<file path="config.mk">
export PLATFORM = sky130hd
export DESIGN_NAME = instruction_fetch
export DESIGN_NICKNAME = d
export VERILOG_FILES = /design/src/rtl/instruction_fetch_pkg.sv /design/src/rtl/instruction_fetch_buffer.sv /design/src/rtl/instruction_fetch.sv
export SDC_FILE = /design/constraint.sdc
export NUM_CORES = 1
export LEC_CHECK = 0
export CAP_MARGIN = 20
export CORE_MARGIN = 3
export CORE_UTILIZATION = 55
export DETAILED_ROUTE_END_ITERATION = 10
export HOLD_SLACK_MARGIN = 0.15
export PLACE_DENSITY = 0.85
export SYNTH_ARGS = -nofsm -noshare
export SYNTH_HDL_FRONTEND = slang
export SYNTH_HIERARCHICAL = 1
export SYNTH_SLANG_ARGS = --single-unit
</file>
<file path="constraint.sdc">
create_clock -name clk -period 7.1 [get_ports clk]
set_input_delay 1.775 -clock clk [delete_from_list [all_inputs] [get_ports clk]]
set_output_delay 1.775 -clock clk [all_outputs]
set_load 0.02 [all_outputs]
</file>
<file path="src/rtl/instruction_fetch_pkg.sv">
// instruction_fetch_pkg: shared core constants and fetch state encoding
package instruction_fetch_pkg;
  localparam int INSTR_W = 32;
  localparam logic [INSTR_W-1:0] NOP = 32'h0000_0013;
  localparam logic [INSTR_W-1:0] RESET_ADDR = 32'h0000_0000;
  typedef enum logic [1:0] {
    IDLE    = 2'd0,
    REQUEST = 2'd1,
    DISCARD = 2'd2
  } fetch_state_t;
endpackage

</file>
<file path="src/rtl/instruction_fetch_buffer.sv">
// fetch_buffer: prefetch FIFO of {pc, instr} entries with one slot reservable for the in-flight fetch
module fetch_buffer import instruction_fetch_pkg::*; #(
  parameter int DEPTH = 2
) (
  input  logic                 clk,
  input  logic                 rst,
  input  logic                 i_push,
  input  logic                 i_pop,
  input  logic                 i_flush,
  input  logic                 i_reserve,
  input  logic [2*INSTR_W-1:0] i_data,
  output logic [2*INSTR_W-1:0] o_head,
  output logic                 o_empty,
  output logic                 o_full
);
  localparam int AW = $clog2(DEPTH);
  logic [2*INSTR_W-1:0] r_mem [DEPTH];
  logic [AW:0] r_rd, r_wr, w_count;
  logic w_push, w_pop;
  assign w_count = r_wr - r_rd;
  assign o_empty = w_count == '0;
  // full counts the reserved slot, so a new fetch is only issued when its data will fit
  assign o_full = int'(w_count) + int'(i_reserve) >= DEPTH;
  assign o_head = r_mem[r_rd[AW-1:0]];
  assign w_pop = i_pop && !o_empty && !i_flush;
  assign w_push = i_push && !i_flush && (int'(w_count) < DEPTH || w_pop);
  always_ff @(posedge clk)
    if (w_push) r_mem[r_wr[AW-1:0]] <= i_data;
  always_ff @(posedge clk) begin
    if (rst || i_flush) begin
      r_rd <= '0;
      r_wr <= '0;
    end else begin
      r_rd <= r_rd + (AW+1)'(w_pop);
      r_wr <= r_wr + (AW+1)'(w_push);
    end
  end
endmodule

</file>
<file path="src/rtl/instruction_fetch.sv">
// instruction_fetch: fetches instruction words into a prefetch buffer and presents one per cycle to decode
module instruction_fetch import instruction_fetch_pkg::*; #(
  parameter logic [INSTR_W-1:0] RESET_ADDRESS = RESET_ADDR,
  parameter int                 BUFFER_DEPTH  = 2
) (
  input  logic               clk,
  input  logic               rst,
  input  logic               fetchEnable,
  input  logic               jumpEnable,
  input  logic [INSTR_W-1:0] jumpAddress,
  input  logic               pipeAdvance,
  output logic [INSTR_W-1:0] currentInstruction,
  output logic [INSTR_W-1:0] currentPC,
  output logic               stall,
  output logic               addressMisaligned,
  output logic               fetchRequest,
  output logic [INSTR_W-1:0] fetchAddress,
  input  logic               fetchAck,
  input  logic [INSTR_W-1:0] fetchData
);
  fetch_state_t r_state, w_next;
  logic [INSTR_W-1:0] r_pc, r_addr, w_pc_next;
  logic r_misaligned;
  logic w_stall, w_push, w_pop, w_issue, w_empty, w_full;
  logic [2*INSTR_W-1:0] w_head;
  assign w_stall = w_empty || r_misaligned;
  assign w_pop = pipeAdvance && !w_stall;
  assign w_push = r_state == REQUEST && fetchAck;
  assign w_issue = fetchEnable && !r_misaligned && !jumpEnable && (!w_full || w_pop);
  fetch_buffer #(.DEPTH(BUFFER_DEPTH)) u_buf (
    .clk      (clk),
    .rst      (rst),
    .i_push   (w_push),
    .i_pop    (w_pop),
    .i_flush  (jumpEnable),
    .i_reserve(r_state == REQUEST),
    .i_data   ({r_addr, fetchData}),
    .o_head   (w_head),
    .o_empty  (w_empty),
    .o_full   (w_full)
  );
  always_comb begin
    w_next = r_state;
    w_pc_next = jumpEnable ? {jumpAddress[INSTR_W-1:2], 2'b00} : w_push ? r_pc + 32'd4 : r_pc;
    case (r_state)
      IDLE:    w_next = w_issue ? REQUEST : IDLE;
      REQUEST: w_next = jumpEnable ? (fetchAck ? IDLE : DISCARD)
                      : fetchAck ? (w_issue ? REQUEST : IDLE) : REQUEST;
      DISCARD: w_next = fetchAck ? IDLE : DISCARD;
      default: w_next = IDLE;
    endcase
  end
  // r_addr is separate from r_pc so a discarded request keeps its old address after a redirect
  always_ff @(posedge clk) begin
    if (rst) begin
      r_state <= IDLE;
      r_pc <= RESET_ADDRESS;
      r_addr <= RESET_ADDRESS;
      r_misaligned <= 1'b0;
    end else begin
      r_state <= w_next;
      r_pc <= w_pc_next;
      if (w_next == REQUEST) r_addr <= w_pc_next;
      if (jumpEnable) r_misaligned <= |jumpAddress[1:0];
    end
  end
  assign fetchRequest = r_state != IDLE;
  assign fetchAddress = r_addr;
  assign stall = w_stall;
  assign addressMisaligned = r_misaligned;
  assign currentInstruction = w_stall ? '0 : w_head[INSTR_W-1:0];
  assign currentPC = w_stall ? '0 : w_head[2*INSTR_W-1:INSTR_W];
endmodule

</file>
==> results of run 1 <==
## per-layer routing
metal / vias to the layer above / global-route usage
li1: 2672 / -
met1: 2771 / 0.3162
met2: 232 / 0.3637
met3: 33 / 0.04359
met4: 0 / 0.08894
met5: - / 0
## layout make-up
cell class / count / share of cell area
sequential: 199 / 0.4879
clock buffer: 18 / 0.03976
multi-input combinational: 401 / 0.2642
timing repair buffer: 177 / 0.1658
inverter: 12 / 0.004173
clock inverter: 14 / 0.01681
tap: 184 / 0.02133
## power by group through the flow
stage | registers (W) | logic [W] | clock network, W
2_1_floorplan | 0.00132 | 0.0000673 | 0
3_3_place_gp | 0.00131 | 0.000166 | 0
3_5_place_dp | 0.00132 | 0.000169 | 0
4_1_cts | 0.00129 | 0.000171 | 0.00100
5_1_grt | 0.00129 | 0.000185 | 0.00105
6_report | 0.00129 | 0.000172 | 0.000988
## worst max-delay path: stages (launching register included)
cell	delay, ps
dfxtp_1	360
inv_1	80
ha_1	180
xnor3_2	270
and2_2	240
nor2_4	210
buf_12	250
and2_1	180
clkdlybuf4s50_1	630
## per-stage QoR
step | total power, W | setup WS [ps] | cell area [um^2] | hold WS [ps] | cells
floorplan | 0.001387 | 2830 | 8314 | 431.5 | 647
global placement | 0.001479 | 2448 | 10110 | 454.5 | 970
detailed placement | 0.001485 | 2371 | 10110 | 453.4 | 970
CTS | 0.002463 | 1932 | 10730 | 466.5 | 1002
global route | 0.002530 | 2336 | 10790 | 487.5 | 1005
finish | 0.002452 | 2476 | 10790 | 474.8 | 1005
## cells by family (layout without fill, tap and decap cells)
group	after synthesis	count (layout)
AOI/OAI and AO/OA	69	69
xor gates and xnor gates	28	28
adders and majority gates	5	5
buffers and inverters	47	221
DFF	199	199
muxes	67	67
and+or+nand+nor	232	232
## placed cells by master (no fill, tap or decap), types with 7 or more instances in the layout
master,n
nand3_1,7
nand3b_1,7
nand2_1,19
o21ai_0,11
edfxtp_1,128
xor2_1,11
dfxtp_1,70
nor2_1,60
clkbuf_16,17
a211oi_1,27
clkdlybuf4s50_1,167
nor4_1,9
a21oi_1,12
xnor2_1,16
mux2_2,64
and2_1,68
nor3_1,25
inv_1,10
nand4_1,10
## flip-flops by register name (all words and copies together) (netlist names)
name	cells
addressMisaligned	1
u_buf/r_mem	128
r_pc	32
fetchAddress	32
u_buf/r_rd	2
r_state	2
u_buf/r_wr	2
## worst paths after layout
| check | endpoint | slack (ps) |
|---|---|---|
| worst max register to register | u_buf/r_mem[0][6]$_DFFE_PP_ | 3580 |
| worst max-delay path | currentPC[27] | 2480 |
| worst min register to register | fetchAddress[1]$_SDFFE_PP0N_ | 470 |
| worst min-delay path | fetchAddress[1]$_SDFFE_PP0N_ | 470 |
==> results.py, run 1 <==
metrics = {
    "global_routing": {
        "antenna_found_initial": 0,
        "grt_max_degree": 72,
        "grt_overflow": 0,
        "grt_pass1_vias": 5567,
        "grt_pass1_wl_um": 29280,
        "grt_use_total": 0.2295,
    },
    "floorplan": {
        "std_cell_rows": 44,
        "die_w_um": 129.0,
        "start_util": 0.5678,
        "num_io_pins": 169,
        "die-area_um2": 16630,
        "coreArea_um2": 14640,
        "die_h_um": 129.0,
    },
    "cells_and_area": {
        "drive_gt1_frac": 0.1462,
        "nFillCells": 937,
        "nets": 883,
        "antenna_cells": 0,
        "area_growth_pct": 29.81,
        "regArea_um2": 5266,
        "fin_util": 0.7370,
        "multi_input_area_um2": 2851,
    },
    "power": {
        "power.density_nw_per_um2": 227.2,
        "seq_power_share": 0.527,
        "internal_power_w": 0.001933,
        "p_sw_frac": 0.2117,
        "comb_power_share": 0.070,
        "p_leak_nw": 3.706,
        "p_clk_frac": 0.403,
        "peakVddDrop_v": 0.0001113,
        "p_sw_w": 0.0005192,
    },
    "sta": {
        "grt_setup_unrepaired": "no",
        "slew_headroom": 0.3135,
        "hold_violations": 0,
        "finalSetupViolations": 0,
        "max_freq_mhz": 216.3,
        "finalCriticalPeriod_ps": 4624,
        "fin_skew_ps": 10.00,
        "finalMaxSlewViolations": 0,
        "fin_crit_sh": 0.6512,
        "setup_tns_ps": 0,
        "worst_pin_slew_ps": 1030,
    },
    "critical_path": {
        "worstPathArrival_ps": 2850,
        "crit_type": "reg2out",
        "startpoint_type": "flop",
        "cp_max_fo": 58,
        "worstSetupStartpoint": "u_buf/r_wr[0]$_SDFF_PP0_",
        "r2r_cells": 10,
        "cp.required_ps": 5330,
        "end_kind": "output port",
        "reg2reg_from": "u_buf/r_wr[0]$_SDFF_PP0_",
    },
    "logic_synthesis": {
        "syn_nets": 722,
        "synth_compound_area_frac": 0.05734,
        "synth_most_common_cell": "edfxtp_1",
        "synth_top_area_cell": "edfxtp_1",
        "syn_inst": 647,
        "synthTopCellsByArea": "edfxtp_1 46%, dfxtp_1 17%, mux2_2 8.7%, and2_1 5.1%, nor2_1 2.8%",
        "yosys_warnings": 6,
        "synthTopCellsByCount": "128 x edfxtp_1, 71 x dfxtp_1, 68 x and2_1, 64 x mux2_2, 61 x nor2_1",
        "synthSimpleGateAreaFrac": 0.1550,
        "syn_avg_cell_area_um2": 12.85,
        "async_flop_share": 0,
        "synth_cell_type_count": 54,
        "synthXorXnorAreaFrac": 0.03130,
        "synthFlopType": "edfxtp_1",
        "synth_top_family_by_area": "simple AND/OR/NAND/NOR gates",
        "synth.cell_area_um2": 8314,
        "synth_fa_ha_area_frac": 0.007524,
        "netlist.area_leader.share": 0.4623,
        "synthMuxAreaShare": 0.09029,
        "synth_edf_count": 128,
        "yosysSeqAreaShare": 0.6333,
        "ys_seq_elements": 199,
    },
    "clocking": {
        "ctsHoldBuffers": 0,
        "cts_resized": 0,
        "cts_sinks": 199,
        "post_cts_buffers": 0,
        "cts.root.buffer_cell": "clkbuf_16",
        "clkLatencyLatePin_ps": 420,
        "cts_buffers": 17,
        "htree_levels": 4,
        "clk_path_buf_depth": 2,
        "cts_tree": "built",
        "clk_pin_slew_ps": 70,
    },
    "drt": {
        "highest_layer": "met4",
        "ant_nets": 0,
        "vias": 5708,
        "met3_length_um": 1168,
        "remaining_drc_errors": 0,
        "drt_iter0_markers": 413,
        "vias_per_cell": 5.680,
        "wl_um": 19240,
        "wl_met1_um": 8497,
        "routedWlPerCell_um": 19.15,
        "firstDrtPassIters": 5,
        "wl_met2_um": 9179,
    },
    "worst_hold_path": {
        "holdPathStages": 2,
        "hold_start": "r_pc[1]$_SDFF_PP0_",
        "hp-class": "reg2reg",
    },
    "place": {
        "place_hpwl_um": 12700,
        "portBuffers": 168,
        "gp_congestion": 0.8608,
    },
    "run_status": {
        "status": "finished clean",
    },
    "run": {
        "max-cap-violations": 0,
    },
}
No activity file was read; power rests on OpenSTA's default activity.
==> run 2: changes to the inputs <==
--- a/config.mk
+++ b/config.mk
@@ -7,10 +7,10 @@
 export LEC_CHECK = 0
 export CAP_MARGIN = 20
 export CORE_MARGIN = 3
-export CORE_UTILIZATION = 55
+export CORE_UTILIZATION = 51
 export DETAILED_ROUTE_END_ITERATION = 10
 export HOLD_SLACK_MARGIN = 0.15
-export PLACE_DENSITY = 0.85
+export PLACE_DENSITY = 0.79
 export SYNTH_ARGS = -nofsm -noshare
 export SYNTH_HDL_FRONTEND = slang
 export SYNTH_HIERARCHICAL = 1
==> constraint.sdc (replaced) <==
create_clock -name clk -period 4.7 [get_ports clk]
set_input_delay 1.175 -clock clk [delete_from_list [all_inputs] [get_ports clk]]
set_output_delay 1.175 -clock clk [all_outputs]
set_load 0.02 [all_outputs]
==> run 2 against run 1 <==
Against the previous run: flip-flop and latch count stayed put; critical path depth stayed put; clock power is 37% higher; design area is 0.44% lower; combinational power is 49% higher; sequential power is 51% higher; non-clock buffer count is 1 lower; die area is 7.5% higher; hold slack worse by 20 ps; sequential share of layout area is 0.22 points higher; register-to-register slack worse by 2100 ps; wire length is 5.4% lower.
==> results.py, run 2 (synthesis results as in run 1) <==
metrics = {
    "run_status": {
        "status": "finished clean",
    },
    "sta": {
        "hold_violations": 0,
        "hold-worst-slack_ps": 455.2,
        "worst_pin_slew_ps": 1202,
        "fin_skew_ps": 6.665,
        "max_freq_mhz": 240.4,
        "grt_setup_unrepaired": "no",
        "finalSetupViolations": 0,
        "finalMaxSlewViolations": 0,
        "finalCriticalPeriod_ps": 4159,
        "slew_headroom": 0.1985,
        "layout_setup_ws_ps": 540.7,
        "fin_crit_sh": 0.8850,
        "setup_tns_ps": 0,
    },
    "power": {
        "comb_power_share": 0.072,
        "power.density_nw_per_um2": 330.6,
        "p_sw_frac": 0.2111,
        "peakVddDrop_v": 0.0002628,
        "power_w": 0.003552,
        "internal_power_w": 0.002802,
        "p_sw_w": 0.0007497,
        "p_clk_frac": 0.379,
        "p_leak_nw": 3.657,
        "seq_power_share": 0.548,
    },
    "floorplan": {
        "die_w_um": 133.7,
        "num_io_pins": 169,
        "std_cell_rows": 46,
        "die-area_um2": 17870,
        "start_util": 0.5215,
        "die_h_um": 133.7,
        "coreArea_um2": 15940,
    },
    "cells_and_area": {
        "area_growth_pct": 29.24,
        "nets": 882,
        "drive_gt1_frac": 0.1368,
        "mostFrequentLayoutCells": "167 x clkdlybuf4s50_1, 128 x edfxtp_1, 70 x dfxtp_1",
        "nFillCells": 1169,
        "largest_reg_flops": 128,
        "antenna_cells": 0,
        "mostFrequentLayoutCell": "clkdlybuf4s50_1",
    },
    "critical_path": {
        "crit_family": "buffers and inverters",
        "end_kind": "output port",
        "crit_chain": "inv_1, ha_1, xnor3_2, and2_2, nor2_4, buf_4, and2_1, clkdlybuf4s50_1",
        "startpoint_type": "flop",
        "cp.required_ps": 3520,
        "cpPeakStageDelay_ps": 600,
        "worstPathArrival_ps": 2980,
        "critPathSlowestCell": "clkdlybuf4s50_1",
        "cp_max_fo": 30,
        "cp.buffers_inverters": 3,
        "crit_type": "reg2out",
    },
    "drt": {
        "vias": 5494,
        "drt_iter0_markers": 342,
        "ant_nets": 0,
        "routedWlPerCell_um": 17.59,
        "vias_per_cell": 5.308,
        "remaining_drc_errors": 0,
        "wl_um": 18200,
        "firstDrtPassIters": 4,
    },
    "global_routing": {
        "grt_use_total": 0.2034,
        "grt_pass1_wl_um": 28400,
        "grt_overflow": 0,
        "grt_max_degree": 66,
        "antenna_found_initial": 0,
        "grt_pass1_vias": 5453,
    },
    "clocking": {
        "post_cts_buffers": 0,
        "cts_tree": "built",
        "clk_path_buf_depth": 2,
        "cts.root.buffer_cell": "clkbuf_16",
        "cts_sinks": 199,
        "clk_pin_slew_ps": 60,
        "cts_resized": 0,
        "cts_buffers": 17,
        "clkLatencyLatePin_ps": 420,
        "ctsHoldBuffers": 0,
        "htree_levels": 4,
    },
    "place": {
        "gp_congestion": 0.8469,
        "preCtsSetupSlack_ps": 944.6,
        "place_hpwl_um": 12730,
        "portBuffers": 168,
    },
    "worst_hold_path": {
        "hp-class": "reg2reg",
    },
    "run": {
        "max-cap-violations": 0,
    },
}
-- run 2: cell types whose count changed in the layout (fill, tap and decap cells not counted), sizes merged --
cell      previous run  this run
clkinv               7         8
clkbuf              18        19
bufinv               4         2
buf                 10         9
clkinvlp             3         2
-- run 2: worst paths after layout --
path,startpoint,end,slack [ps],cells after the start
setup / recovery,u_buf/r_wr[0]$_SDFF_PP0_,currentInstruction[8],540,8
hold / removal,r_pc[1]$_SDFF_PP0_,fetchAddress[1]$_SDFFE_PP0N_,460,2
setup reg to reg,u_buf/r_wr[0]$_SDFF_PP0_,u_buf/r_mem[0][3]$_DFFE_PP_,1480,9
hold reg to reg,r_pc[1]$_SDFF_PP0_,fetchAddress[1]$_SDFFE_PP0N_,460,2
-- run 2: through the flow --
stage | utilization | std cells | instance area [um^2]
2_1_floorplan | - | 647 | 8314
3_3_place_gp | 0.6399 | 1004 | 10200
3_5_place_dp | 0.6399 | 1004 | 10200
4_1_cts | 0.6740 | 1035 | 10750
5_1_grt | 0.6740 | 1035 | 10750
6_report | 0.6740 | 1035 | 10750
-- run 2: layout make-up --
| type | instances | area (um^2) | area share |
|---|---|---|---|
| clock inverters | 12 | 110.1 | 0.01025 |
| multi-input cells | 401 | 2872 | 0.2672 |
| repair buffers | 176 | 1749 | 0.1628 |
| clock buffers | 19 | 432.9 | 0.04029 |
| flip-flops and latches | 199 | 5266 | 0.4901 |
| inverters | 12 | 45.04 | 0.004192 |
| well taps | 216 | 270.3 | 0.02515 |
-- run 2: routing by layer --
layer,track usage,part of all wire
met1,0.2753,0.45
met3,0.03663,0.051
met4,0.07657,0.019
met5,0,0
met2,0.3310,0.48
-- run 2: tightest hold or removal path: stages (launching register included) --
cell and delay (ps):
dfxtp_1 310, nand2_1 50, a21oi_1 50
-- run 2: power groups by stage --
stage               Clock [W]  Combinational, W  Sequential, W
CTS                   0.00137          0.000258        0.00195
finish                0.00135          0.000257        0.00195
detailed placement          0          0.000256        0.00199
global route          0.00144          0.000276        0.00195
global placement            0          0.000250        0.00198
floorplan                   0          0.000102        0.00199
==> run 3: changes to the inputs <==
--- a/config.mk
+++ b/config.mk
@@ -10,7 +10,9 @@
 export CORE_UTILIZATION = 51
 export DETAILED_ROUTE_END_ITERATION = 10
 export HOLD_SLACK_MARGIN = 0.15
+export MAX_ROUTING_LAYER = met4
 export PLACE_DENSITY = 0.79
+export REMOVE_ABC_BUFFERS = 1
 export SYNTH_ARGS = -nofsm -noshare
 export SYNTH_HDL_FRONTEND = slang
 export SYNTH_HIERARCHICAL = 1
==> run 3 against run 2 <==
Against the previous run: highest routed layer unchanged; die area did not move; largest power group unchanged; sequential power barely moved; power rose by 0.56%; via count rose by 0.86%; clock power barely moved; core utilization rose by 0.13 points.
==> results.py, run 3 (synthesis results as in run 1) <==
metrics = {
    "run_status": {
        "status": "finished clean",
    },
    "place": {
        "place_hpwl_um": 11550,
        "placed_cells": 1004,
        "preCtsSetupSlack_ps": 916.7,
        "portBuffers": 168,
        "gp_congestion": 0.8208,
    },
    "global_routing": {
        "grt_max_degree": 66,
        "antenna_found_initial": 0,
        "grt_use_total": 0.2078,
        "grt_overflow": 0,
        "grt_pass1_vias": 5640,
        "grt_pass1_wl_um": 28420,
    },
    "sta": {
        "finalSetupViolations": 0,
        "finalMaxSlewViolations": 0,
        "finalCriticalPeriod_ps": 4242,
        "max_freq_mhz": 235.7,
        "slew_headroom": 0.3367,
        "grt_setup_unrepaired": "no",
        "fin_crit_sh": 0.9025,
        "hold-worst-slack_ps": 460.7,
        "hold_violations": 0,
        "worst_pin_slew_ps": 994.9,
        "layout_setup_ws_ps": 458.1,
        "fin_skew_ps": 11.29,
    },
    "cells_and_area": {
        "nets": 882,
        "mostFrequentLayoutCells": "167 x clkdlybuf4s50_1, 128 x edfxtp_1, 70 x dfxtp_1",
        "fin_util": 0.6752,
        "area_growth_pct": 29.48,
        "instances_no_fill": 1036,
        "antenna_cells": 0,
        "mostFrequentLayoutCell": "clkdlybuf4s50_1",
        "drive_gt1_frac": 0.1463,
        "largest_reg_flops": 128,
    },
    "critical_path": {
        "startpoint_type": "flop",
        "worstSetupStartpoint": "u_buf/r_wr[0]$_SDFF_PP0_",
        "worstPathArrival_ps": 3070,
        "critPathSlowestCell": "clkdlybuf4s50_1",
        "cp.buffers_inverters": 3,
        "cp.required_ps": 3520,
        "crit_type": "reg2out",
        "cp_max_fo": 65,
        "crit_family": "buffers and inverters",
        "reg2reg_from": "u_buf/r_wr[0]$_SDFF_PP0_",
        "end_kind": "output port",
        "crit_chain": "inv_1, ha_1, xnor3_2, and2_2, nor2_4, buf_4, and2_1, clkdlybuf4s50_1",
        "cpPeakStageDelay_ps": 650,
    },
    "clocking": {
        "cts_tree": "built",
        "clk_path_buf_depth": 2,
        "htree_levels": 4,
        "post_cts_buffers": 0,
        "cts_resized": 0,
        "cts.root.buffer_cell": "clkbuf_16",
        "cts_buffers": 17,
        "ctsHoldBuffers": 0,
        "clkLatencyLatePin_ps": 430,
        "clk_pin_slew_ps": 70,
        "cts_sinks": 199,
    },
    "floorplan": {
        "num_io_pins": 169,
        "start_util": 0.5215,
        "die_w_um": 133.7,
        "coreArea_um2": 15940,
        "die-area_um2": 17870,
        "std_cell_rows": 46,
        "die_h_um": 133.7,
    },
    "power": {
        "internal_power_w": 0.002732,
        "power.density_nw_per_um2": 331.8,
        "p_leak_nw": 3.667,
        "power_w": 0.003572,
        "p_clk_frac": 0.385,
        "peakVddDrop_v": 0.0002437,
        "p_sw_w": 0.0008402,
        "p_sw_frac": 0.2352,
        "comb_power_share": 0.072,
        "seq_power_share": 0.544,
    },
    "drt": {
        "vias_per_cell": 5.348,
        "vias": 5541,
        "drt_iter0_markers": 393,
        "routedWlPerCell_um": 17.18,
        "ant_nets": 0,
        "remaining_drc_errors": 0,
        "wl_um": 17800,
        "firstDrtPassIters": 5,
    },
    "worst_hold_path": {
        "hold_start": "r_pc[1]$_SDFF_PP0_",
        "hp-class": "reg2reg",
    },
    "run": {
        "max-cap-violations": 0,
    },
}
==> run 3: area by class of cell <==
class | instances | area [um^2]
Inverter | 12 | 45.04
Fill cell | 1148 | 5177
Sequential cell | 199 | 5269
Tap cell | 216 | 270.3
Timing Repair Buffer | 176 | 1749
Clock buffer | 17 | 425.4
Clock inverter | 15 | 133.9
Multi-Input combinational cell | 401 | 2873
==> run 3: worst register-to-register path, cell delays in order, from the launching register on <==
cell     delay (ps)
dfxtp_1         380
inv_1           110
ha_1            220
xnor3_2         270
and2_2          240
nor2_4           70
buf_4           440
inv_1           160
nor2_1          190
o211a_1         290
ha_4            840
==> run 3: power by group through the flow <==
stage | clock [W] | sequential (W) | combinational [W]
after floorplan | 0 | 0.00199 | 0.0000895
after global placement | 0 | 0.00198 | 0.000251
after detailed placement | 0 | 0.00198 | 0.000257
after CTS | 0.00139 | 0.00194 | 0.000259
after global routing | 0.00146 | 0.00195 | 0.000277
final | 0.00137 | 0.00194 | 0.000256
==> run 3: metrics by stage <==
step / instance area [um^2] / setup TNS [ps]
finish: 10770 / 0
global route: 10770 / 0
CTS: 10770 / 0
detailed placement: 10210 / 0
global placement: 10210 / 0
floorplan: 8149 / -295680
==> run 3: final timing paths <==
| path | to | slack, ps | cells after the start |
|---|---|---|---|
| max | currentInstruction[27] | 460 | 8 |
| min | fetchAddress[1]$_SDFFE_PP0N_ | 460 | 2 |
| max reg2reg | u_buf/r_mem[1][3]$_DFFE_PP_ | 1100 | 10 |
| min reg2reg | fetchAddress[1]$_SDFFE_PP0N_ | 460 | 2 |
==> run 3: routing by layer <==
metal,share of wire,track usage,wire length [um],vias up
met1,0.45,0.2662,7942,2651
met4,0.016,0.06914,279,0
met2,0.48,0.3361,8607,196
li1,-,-,-,2670
met3,0.054,0.04003,967,24
met5,0,-,0,-
